[src/rtl/mult_pkg.sv]
// Shared select codes and types for the clocked 4:1 multiplexer.
// Imported by the interface, the combinational selector and the top.
package mult_pkg;

    typedef logic [1:0] sel_t;

    localparam sel_t SEL_IN1 = 2'b00;
    localparam sel_t SEL_IN2 = 2'b01;
    localparam sel_t SEL_IN3 = 2'b10;
    localparam sel_t SEL_IN4 = 2'b11;

    // Deepest register chain the top will build.
    localparam int MAX_PIPE_STAGES = 4;

endpackage

[src/rtl/mult_4to1_if.sv]
// Data/select bundle between the producers, which drive the four inputs and sel,
// and the multiplexer, which drives out.
interface mult_4to1_if
    import mult_pkg::*;
#(
    parameter int WIDTH = 32
);

    logic [WIDTH-1:0] in1;
    logic [WIDTH-1:0] in2;
    logic [WIDTH-1:0] in3;
    logic [WIDTH-1:0] in4;
    sel_t             sel;
    logic [WIDTH-1:0] out;

    modport master (
        output in1,
        output in2,
        output in3,
        output in4,
        output sel,
        input  out
    );

    modport slave (
        input  in1,
        input  in2,
        input  in3,
        input  in4,
        input  sel,
        output out
    );

endinterface

[src/rtl/mux4_comb.sv]
// Combinational 4:1 selector. The select map is complete, so every sel value
// picks a real input and no don't-care value can reach the output.
module mux4_comb
    import mult_pkg::*;
#(
    parameter int WIDTH = 32
) (
    input  logic [WIDTH-1:0] in1,
    input  logic [WIDTH-1:0] in2,
    input  logic [WIDTH-1:0] in3,
    input  logic [WIDTH-1:0] in4,
    input  sel_t             sel,
    output logic [WIDTH-1:0] out
);

    always_comb begin
        out = in1;
        unique case (sel)
            SEL_IN1: out = in1;
            SEL_IN2: out = in2;
            SEL_IN3: out = in3;
            SEL_IN4: out = in4;
        endcase
    end

endmodule

[src/rtl/mult_4to1.sv]
// Clocked 4:1 multiplexer. It selects one input combinationally, then passes the
// result through PIPE_STAGES resettable registers. PIPE_STAGES=0 gives a plain mux.
module mult_4to1
    import mult_pkg::*;
#(
    parameter int WIDTH       = 32,
    parameter int PIPE_STAGES = 1
) (
    input  logic         clk,
    input  logic         rst,
    mult_4to1_if.slave   bus
);

    logic [WIDTH-1:0] sel_data;

    mux4_comb #(
        .WIDTH (WIDTH)
    ) u_mux (
        .in1 (bus.in1),
        .in2 (bus.in2),
        .in3 (bus.in3),
        .in4 (bus.in4),
        .sel (bus.sel),
        .out (sel_data)
    );

    if (PIPE_STAGES > MAX_PIPE_STAGES || PIPE_STAGES < 0) begin : g_bad_depth
        $error("mult_4to1: PIPE_STAGES=%0d outside 0..%0d", PIPE_STAGES, MAX_PIPE_STAGES);
    end

    if ($bits(bus.out) != WIDTH) begin : g_bad_width
        $error("mult_4to1: interface width %0d differs from WIDTH=%0d", $bits(bus.out), WIDTH);
    end

    if (PIPE_STAGES == 0) begin : g_comb
        // No state exists in this build, so the clock and reset are deliberately left unused.
        logic unused_clk_rst;
        assign unused_clk_rst = clk ^ rst;
        assign bus.out = sel_data;
    end else begin : g_pipe
        for (genvar gi = 0; gi < PIPE_STAGES; gi++) begin : g_stage
            logic [WIDTH-1:0] data_reg;
            logic [WIDTH-1:0] data_next;

            if (gi == 0) begin : g_head
                assign data_next = sel_data;
            end else begin : g_link
                assign data_next = g_stage[gi-1].data_reg;
            end

            // Reset clears every stage, so in-flight selections never reappear afterwards.
            always_ff @(posedge clk) begin
                if (rst) begin
                    data_reg <= '0;
                end else begin
                    data_reg <= data_next;
                end
            end
        end

        assign bus.out = g_stage[PIPE_STAGES-1].data_reg;
    end

endmodule

[src/flat_wrapper.sv]
// flat-port wrapper written by rule: the top's interface ports become plain ports
module mult_4to1_flat import mult_pkg::*;
#(
    parameter int WIDTH       = 32,
    parameter int PIPE_STAGES = 1
)
  (clk, rst, bus_in1, bus_in2, bus_in3, bus_in4, bus_sel, bus_out);
  mult_4to1_if #(.WIDTH(WIDTH)) bus_i ();
  input  logic clk;
  input  logic rst;
  input wire logic [$bits(bus_i.in1)-1:0] bus_in1;
  input wire logic [$bits(bus_i.in2)-1:0] bus_in2;
  input wire logic [$bits(bus_i.in3)-1:0] bus_in3;
  input wire logic [$bits(bus_i.in4)-1:0] bus_in4;
  input wire logic [$bits(bus_i.sel)-1:0] bus_sel;
  output wire logic [$bits(bus_i.out)-1:0] bus_out;
  assign bus_i.in1 = bus_in1;
  assign bus_i.in2 = bus_in2;
  assign bus_i.in3 = bus_in3;
  assign bus_i.in4 = bus_in4;
  assign bus_i.sel = bus_sel;
  assign bus_out = bus_i.out;
  mult_4to1 #(.WIDTH(WIDTH), .PIPE_STAGES(PIPE_STAGES)) u_core (.clk(clk), .rst(rst), .bus(bus_i));
endmodule
[config.mk]
export PLATFORM = sky130hd
export DESIGN_NAME = mult_4to1_flat
export DESIGN_NICKNAME = d
export VERILOG_FILES = /design/src/rtl/mult_pkg.sv /design/src/rtl/mult_4to1_if.sv /design/src/rtl/mux4_comb.sv /design/src/rtl/mult_4to1.sv /design/src/flat_wrapper.sv
export SDC_FILE = /design/constraint.sdc
export NUM_CORES = 1
export LEC_CHECK = 0
export ABC_CLOCK_PERIOD_IN_PS = 1400
export CORE_MARGIN = 2
export CORE_UTILIZATION = 29
export DETAILED_ROUTE_END_ITERATION = 8
export GPL_ROUTABILITY_DRIVEN = 0
export GPL_TIMING_DRIVEN = 0
export PLACE_DENSITY = 0.79
export RECOVER_POWER = 100
export SETUP_SLACK_MARGIN = 0.15
export SLEW_MARGIN = 20
export SYNTH_ARGS = -nofsm -noshare
export SYNTH_HDL_FRONTEND = slang
export SYNTH_SLANG_ARGS = --single-unit
export TNS_END_PERCENT = 10
[constraint.sdc]
create_clock -name clk -period 1.4 [get_ports clk]
set_clock_uncertainty 0.2 [all_clocks]
set_input_delay 0.28 -clock clk [delete_from_list [all_inputs] [get_ports clk]]
set_output_delay 0.28 -clock clk [all_outputs]
set_load 0.01 [all_outputs]
**After elaboration in Yosys (flattened, before gate mapping)**

Cells that the tools add are included.

- Output and inout port bits: 32
- Input bits: 132
- Word-level logic and storage cells: 6
- Memories: 0
- Bits in latches: 0
- Flip-flop bits (word level): 32
- Bits in read-only memories: 0
- Bits in writable memories: 0

- Magnitude comparators: 0
- Bitwise gates (word level): 0
- Shifts and indexed selects: 0
- Equal/unequal tests: 3
- Add/sub/neg operators: 0
- Div/mod/pow operators: 0
- Reduce and logical (&&, ||, !) cells: 1
- Muxes and demuxes: 1
- $mul: 0

Operators by type and width:

| cell | number |
|---|---|
| 32-bit case mux with 4 select lines | 1 |
| 2-bit equality test, second input constant | 2 |
| 2-bit by 1-bit equality test with 1-bit output, second input constant | 1 |
| 2-bit zero test | 1 |

**Depth between registers and ports, before layout**

Gate-level depths: netlist of run 1.

- Depth in word-level cells: 2
- Mapped depth: 4

**Hierarchy**

A second synthesis of run 1 with hierarchy kept.

- Cells, all modules: 106
- Area total of the unflattened synthesis: 1677.9 um^2

By module, submodules not included:

| module | times used | cells an instance | area an instance (um^2) |
|---|---|---|---|
| mult_4to1 | 1 | 67 | 863.3 |
| mux4_comb | 1 | 39 | 814.5 |

**Worst setup path after synthesis of run 1**

Ideal clock, no wire load.

- Kind: input port to flip-flop
- Start: input bus_sel[1]
- End: register u_core.g_pipe.g_stage[0].data_reg[0] (netlist: u_core.bus.out[0])
- Cell stages on the path: 4
- Arrival time: 0.837 ns
- Setup slack: 0.229 ns
- Cells stage by stage: buf_6 buf_6 mux2i_1 o22ai_1

- Word-level cells in the longest chain between the ends: 2
- Elaborated cells between the ends (all ways): 5
- Classes of those cells: 3 x eq/ne; 1 x mux; 1 x reduce/logical

RTL lines:

| item | line | source |
|---|---|---|
| from (decl) | flat_wrapper.sv:15 | `input wire logic [$bits(bus_i.sel)-1:0] bus_sel;` |
| 2-bit equality test, or another cell as far along | mux4_comb.sv:18 | `unique case (sel)` |
| 32-bit case mux with 4 select lines (*) | mux4_comb.sv:18 |  |
| to (signal assigned) | mult_4to1.sv:56 | `data_reg <= data_next;` |
| to (decl) | mult_4to1.sv:42 | `logic [WIDTH-1:0] data_reg;` |

Mark *: on every way between the ends. The rest lies on a longest branch, timed or not.
A chain may end at the register's enable or synchronous reset.

**Worst setup path in the final report of run 1**

- Start: register u_core.g_pipe.g_stage[0].data_reg[16] (netlist: u_core.bus.out[16])
- End: output bus_out[16]

RTL lines:

| item | line | source |
|---|---|---|
| to (decl) | flat_wrapper.sv:16 | `output wire logic [$bits(bus_i.out)-1:0] bus_out;` |

No word-level cell between the ends.

==> reports/metrics.cfg, run 1 <==
[outcome]
outcome=complete, no violations

[worst_setup_path]
cp_data_arrival_time_ps=860
crit_path_cell_trace=dlygate4sd2_1
critical_path.slowest_cell=dfxtp_1
required_ps=920
path_class=reg2out
endpoint_kind=primary output
crit_buf_inv=1
cp_max_fo=1
critical_path.max_stage_delay_ps=300
start_kind=register
critPathTopFamily=flip-flops

[global_route]
antenna_found_initial=0
grt_pass1_wl_um=8935
grt_pass1_vias=1939
grt_overflow=0
grt_start_max_net_pins=11
grt_usage_pct=18.70

[synthesis]
synth_seq_cells=32
syn_area_um2=1632
ys_top_cells_by_count=mux2i_1, dfxtp_1, o22ai_1
synth_top_cell_by_area=dfxtp_1
yosysTopAreaCellShare_pct=39.26
synth_edf_count=0
async_flop_share_pct=0
yosysSeqAreaShare_pct=39.26
synth.most_common_cell=mux2i_1
syn-num-nets=276
synth.distinct_cells=8
ys.flop_type=dfxtp_1
synth_cells=144
ys_top_cells_by_area=dfxtp_1, mux2i_1, o22ai_1, buf_6, clkbuf_1
avgSynthCellArea_um2=11.33
ys_warn_count=0

[place]
place_area_um2=3343
port_buffers=162
dp.cells=378
place_hpwl_um=4654

[sta]
hold_violations=0
period_needed_ps=1338
setup_viol=0
fin_crit_sh_pct=95.60
rsz0062_at_grt=yes
timing.fmax_ghz=0.7472
slew_viol_final=0
tightestPinTransition_ps=340.7
max_slew_margin_pct=77.29
hold_ws_ps=218.6

[routing]
vias=1805
ant_nets=0
routedWlPerCell_um=15.08
drt_iter0_markers=40
drt-pass1-iter-count=2
drc=0
wl_um=5835
post_drt_via_cell_ratio=4.664

[clock_network]
clk_pin_slew_ps=60
cts_max_level=2
cts.path.max_buffers=2
cts-root-buf=clkbuf_8
tritoncts=done
clock_sinks=32
cts-buffers-inserted=5
holdBufCountCts=0

[layout]
fin_nets=447
drive_gt1_share_pct=8.889
n_antenna_cell=0
fillers=533
postLayoutCellArea_um2=3402
multi_input_area_um2=895.9
areaGrowthSynthToFinish_pct=108.5
fin_cells=387
seqCellArea_um2=640.6
largest_reg_flops=32

[min_path]
min_path_type=in2reg

[die]
fp.coreArea_um2=5473
rows=27
ioPinCount=164
die_y_um=79.01
start_util_pct=29.81
die_width_um=79.01
die_area_um2=6242

[flow_run]
cap_violations=0

[pwr]
p_leak_nw=1.518
ir_drop_mv=0.3770
p_per_area_nw_per_um2=722.1

-- kinds of logic (layout without fill, tap and decap cells) --
| logic type | after synthesis | after routing | share of synthesized area (%) |
|---|---|---|---|
| AOI/OAI and AO/OA | 32 | 32 | 12.27 |
| buffers and inverters | 14 | 185 | 8.359 |
| DFF | 32 | 32 | 39.26 |
| muxes | 64 | 64 | 39.26 |
| and+or+nand+nor | 2 | 2 | 0.8440 |
-- worst paths after layout --
kind                                     startpoint                            end  depth (start not counted)
worst min-delay path                     bus_sel[1]  u_core.bus.out[31]$_SDFF_PP0_                          3
worst max-delay path  u_core.bus.out[16]$_SDFF_PP0_                    bus_out[16]                          1
-- layer usage --
metal | global-route usage, % | share of wire, %
met4 | 6.552 | 1.3
met5 | 0 | 0
met2 | 36.44 | 53
met3 | 7.273 | 11
met1 | 17.45 | 35
-- cells in the final DEF, fill, tap and decap left out, drive strengths merged, types with 2 or more instances in the layout --
| cell type | netlist | routed |
|---|---|---|
| clkdlybuf4s50 | 0 | 128 |
| mux2i | 64 | 64 |
| buf | 12 | 10 |
| o22ai | 32 | 32 |
| dlygate4sd2 | 0 | 25 |
| clkbuf | 2 | 19 |
| clkdlybuf4s15 | 0 | 2 |
| dfxtp | 32 | 32 |
-- per-stage QoR --
stage / worst slack, ps / TNS (ps) / util (%) / power [mW]
floorplan: 229.4 / 0 / - / 1.317
global placement: -453.0 / -11260 / 61.09 / 1.865
detailed placement: -518.8 / -12070 / 61.09 / 1.877
CTS: 76.48 / 0 / 64.20 / 2.533
global route: 25.32 / 0 / 62.16 / 2.584
finish: 61.58 / 0 / 62.16 / 2.457
-- power by group --
group / leakage [nW] / internal [mW] / switching, mW / total [mW]
clock network: 0.0410 / 0.337 / 0.313 / 0.650
registers: 0.266 / 0.985 / 0.0152 / 1.00
logic: 1.21 / 0.535 / 0.271 / 0.806
-- area by class of cell --
class                           instances  area share (%)
Clock inverter                          1          0.1471
Clock buffer                            6           2.133
Sequential cell                        32           18.83
Timing Repair Buffer                  164           45.79
Multi-Input combinational cell         98           26.33
Buffer                                 14           4.119
Tap cell                               72           2.648
-- what timing repair did --
action	CTS	global route
resized for setup	91	3
pin swaps	3	0
gates cloned	1	0
buffers inserted	1	0
setup endpoints to repair	63	32
Note: power is estimated with default switching activity, not from simulation.
==> inputs of run 2 (changes only) <==
CELL_PAD_IN_SITES_DETAIL_PLACEMENT = 1   (was not set)
CELL_PAD_IN_SITES_GLOBAL_PLACEMENT = 2   (was not set)
CORE_MARGIN = not set   (was 2)
CORE_UTILIZATION = 15   (was 29)
CTS_CLUSTER_DIAMETER = 80   (was not set)
==> run 2 against run 1 <==
Compared with the run above:
- critical path depth unchanged
- fmax rose by 0.35%
- cell count increased by 17%
- worst setup slack better by 4.7 ps
- sequential cell count did not move
- combinational power rose by 1%
- global-route usage fell by 6.6 points
- worst hold slack improved by 8.8 ps
- clock power up 21%
- sequential share of layout area shrank 0.54 points
==> reports/metrics.cfg, run 2 (synthesis gave the netlist of run 1 again) <==
[global_route]
grt_overflow=0
grt_pass1_wl_um=10440
grt_usage_pct=12.09
grt_start_max_net_pins=11
grt_pass1_vias=1985
antenna_found_initial=0

[routing]
routedWlPerCell_um=15.29
vias=1828
drt-pass1-iter-count=3
post_drt_via_cell_ratio=4.053
wl_um=6898
drc=0
drt_iter0_markers=23
ant_nets=0

[pwr]
p_per_area_nw_per_um2=742.9
seq_power_share_pct=38.5
ir_drop_mv=0.2936
netSwitchingPower_uw=638.7
p_leak_nw=1.507
power.total_mw=2.602
pwr-share-clk_pct=30.2
power.share.combinational_pct=31.3
internal_power_mw=1.963
p_sw_share_pct=24.55

[sta]
timing.fmax_ghz=0.7498
hold_violations=0
tightestPinTransition_ps=198.5
fin_crit_sh_pct=95.27
slew_viol_final=0
hold_ws_ps=227.5
rsz0062_at_grt=yes
period_needed_ps=1334
max_slew_margin_pct=86.39
setup_viol=0

[die]
start_util_pct=15.66
rows=37
ioPinCount=164
die_width_um=106.3
fp.coreArea_um2=10420
die_area_um2=11300
die_y_um=106.3

[layout]
multi_input_area_um2=870.8
mostFrequentLayoutCell=clkdlybuf4s50_1
final_cell_mix=clkdlybuf4s50_1, mux2i_1, dfxtp_1
fin_cells=451
drive_gt1_share_pct=8.254
fin_nets=447
final_util_pct=33.62
postLayoutCellArea_um2=3502
n_antenna_cell=0
largest_reg_flops=32
areaGrowthSynthToFinish_pct=114.6
fillers=1222
seqCellArea_um2=640.6

[worst_setup_path]
crit_path_cell_trace=dlygate4sd2_1
cp_data_arrival_time_ps=850
start_kind=register
critPathTopFamily=flip-flops
path_class=reg2out
critical_path.max_stage_delay_ps=310
required_ps=920
endpoint_kind=primary output
crit_buf_inv=1
critical_path.slowest_cell=dfxtp_1
cp_max_fo=1

[clock_network]
tritoncts=done
cts-root-buf=clkbuf_8
clock_sinks=32
holdBufCountCts=0
cts.path.max_buffers=2
cts_max_level=2
clk_pin_slew_ps=70
cts-buffers-inserted=5

[place]
dp.cells=442
place_hpwl_um=5499
place_area_um2=3423
port_buffers=162

[flow_run]
cap_violations=0

[min_path]
min_path_type=in2reg

[outcome]
outcome=complete, no violations

run 2: changes by cell type in the layout (fill, tap and decap cells not counted), sizes merged:
cell / previous run / this run
clkbuf: 19 / 17
clkdlybuf4s15: 2 / 15
clkinv: 1 / 0
dlygate4sd2: 25 / 15
run 2: what timing repair did:
| action | CTS | global route |
|---|---|---|
| endpoints found under the setup margin | 63 | 32 |
| gates cloned | 1 | 0 |
| pin swaps | 2 | 0 |
| buffers inserted | 1 | 0 |
| gates resized for setup | 97 | 4 |
run 2: power groups by stage:
stage / Sequential (mW) / Clock, mW / Combinational [mW]
2_1_floorplan: 1.06 / 0 / 0.253
3_3_place_gp: 1.02 / 0 / 0.862
3_5_place_dp: 1.02 / 0 / 0.873
4_1_cts: 1.00 / 0.833 / 0.876
5_1_grt: 1.01 / 0.866 / 0.881
6_report: 1.00 / 0.785 / 0.815
run 2: per-stage QoR:
| stage | TNS, ps | setup slack, ps |
|---|---|---|
| detailed placement | -14430 | -605.0 |
| floorplan | 0 | 229.4 |
| global route | 0 | 22.93 |
| global placement | -13620 | -530.0 |
| CTS | 0 | 73.56 |
| finish | 0 | 66.27 |
run 2: cell type report:
class                           instances  share of cell area, %
Clock buffer                            7                  2.751
Tap cell                              136                  4.859
Sequential cell                        32                  18.29
Multi-Input combinational cell         98                  24.87
Buffer                                 14                  3.823
Timing Repair Buffer                  164                  45.41
run 2: per-layer routing:
layer / wire length, um / global-route usage [%] / up-vias / share of wire [%]
met5: 0 / 0 / - / 0
met2: 3719 / 23.19 / 91 / 54
met1: 2503 / 12.61 / 846 / 36
met3: 632 / 3.740 / 2 / 9.2
met4: 44 / 2.976 / 0 / 0.64
li1: - / - / 889 / -
run 2: final timing paths:
kind | start | end | slack [ps] | cells after the start
setup / recovery | u_core.bus.out[6]$_SDFF_PP0_ | bus_out[6] | 70 | 1
hold / removal | bus_sel[1] | u_core.bus.out[28]$_SDFF_PP0_ | 230 | 3
run 2: worst min-delay path: cells and delay by family:
kind	cells	cell delay [ps]
buffers and inverters	1	150
AOI/OAI and AO/OA	1	140
muxes	1	90
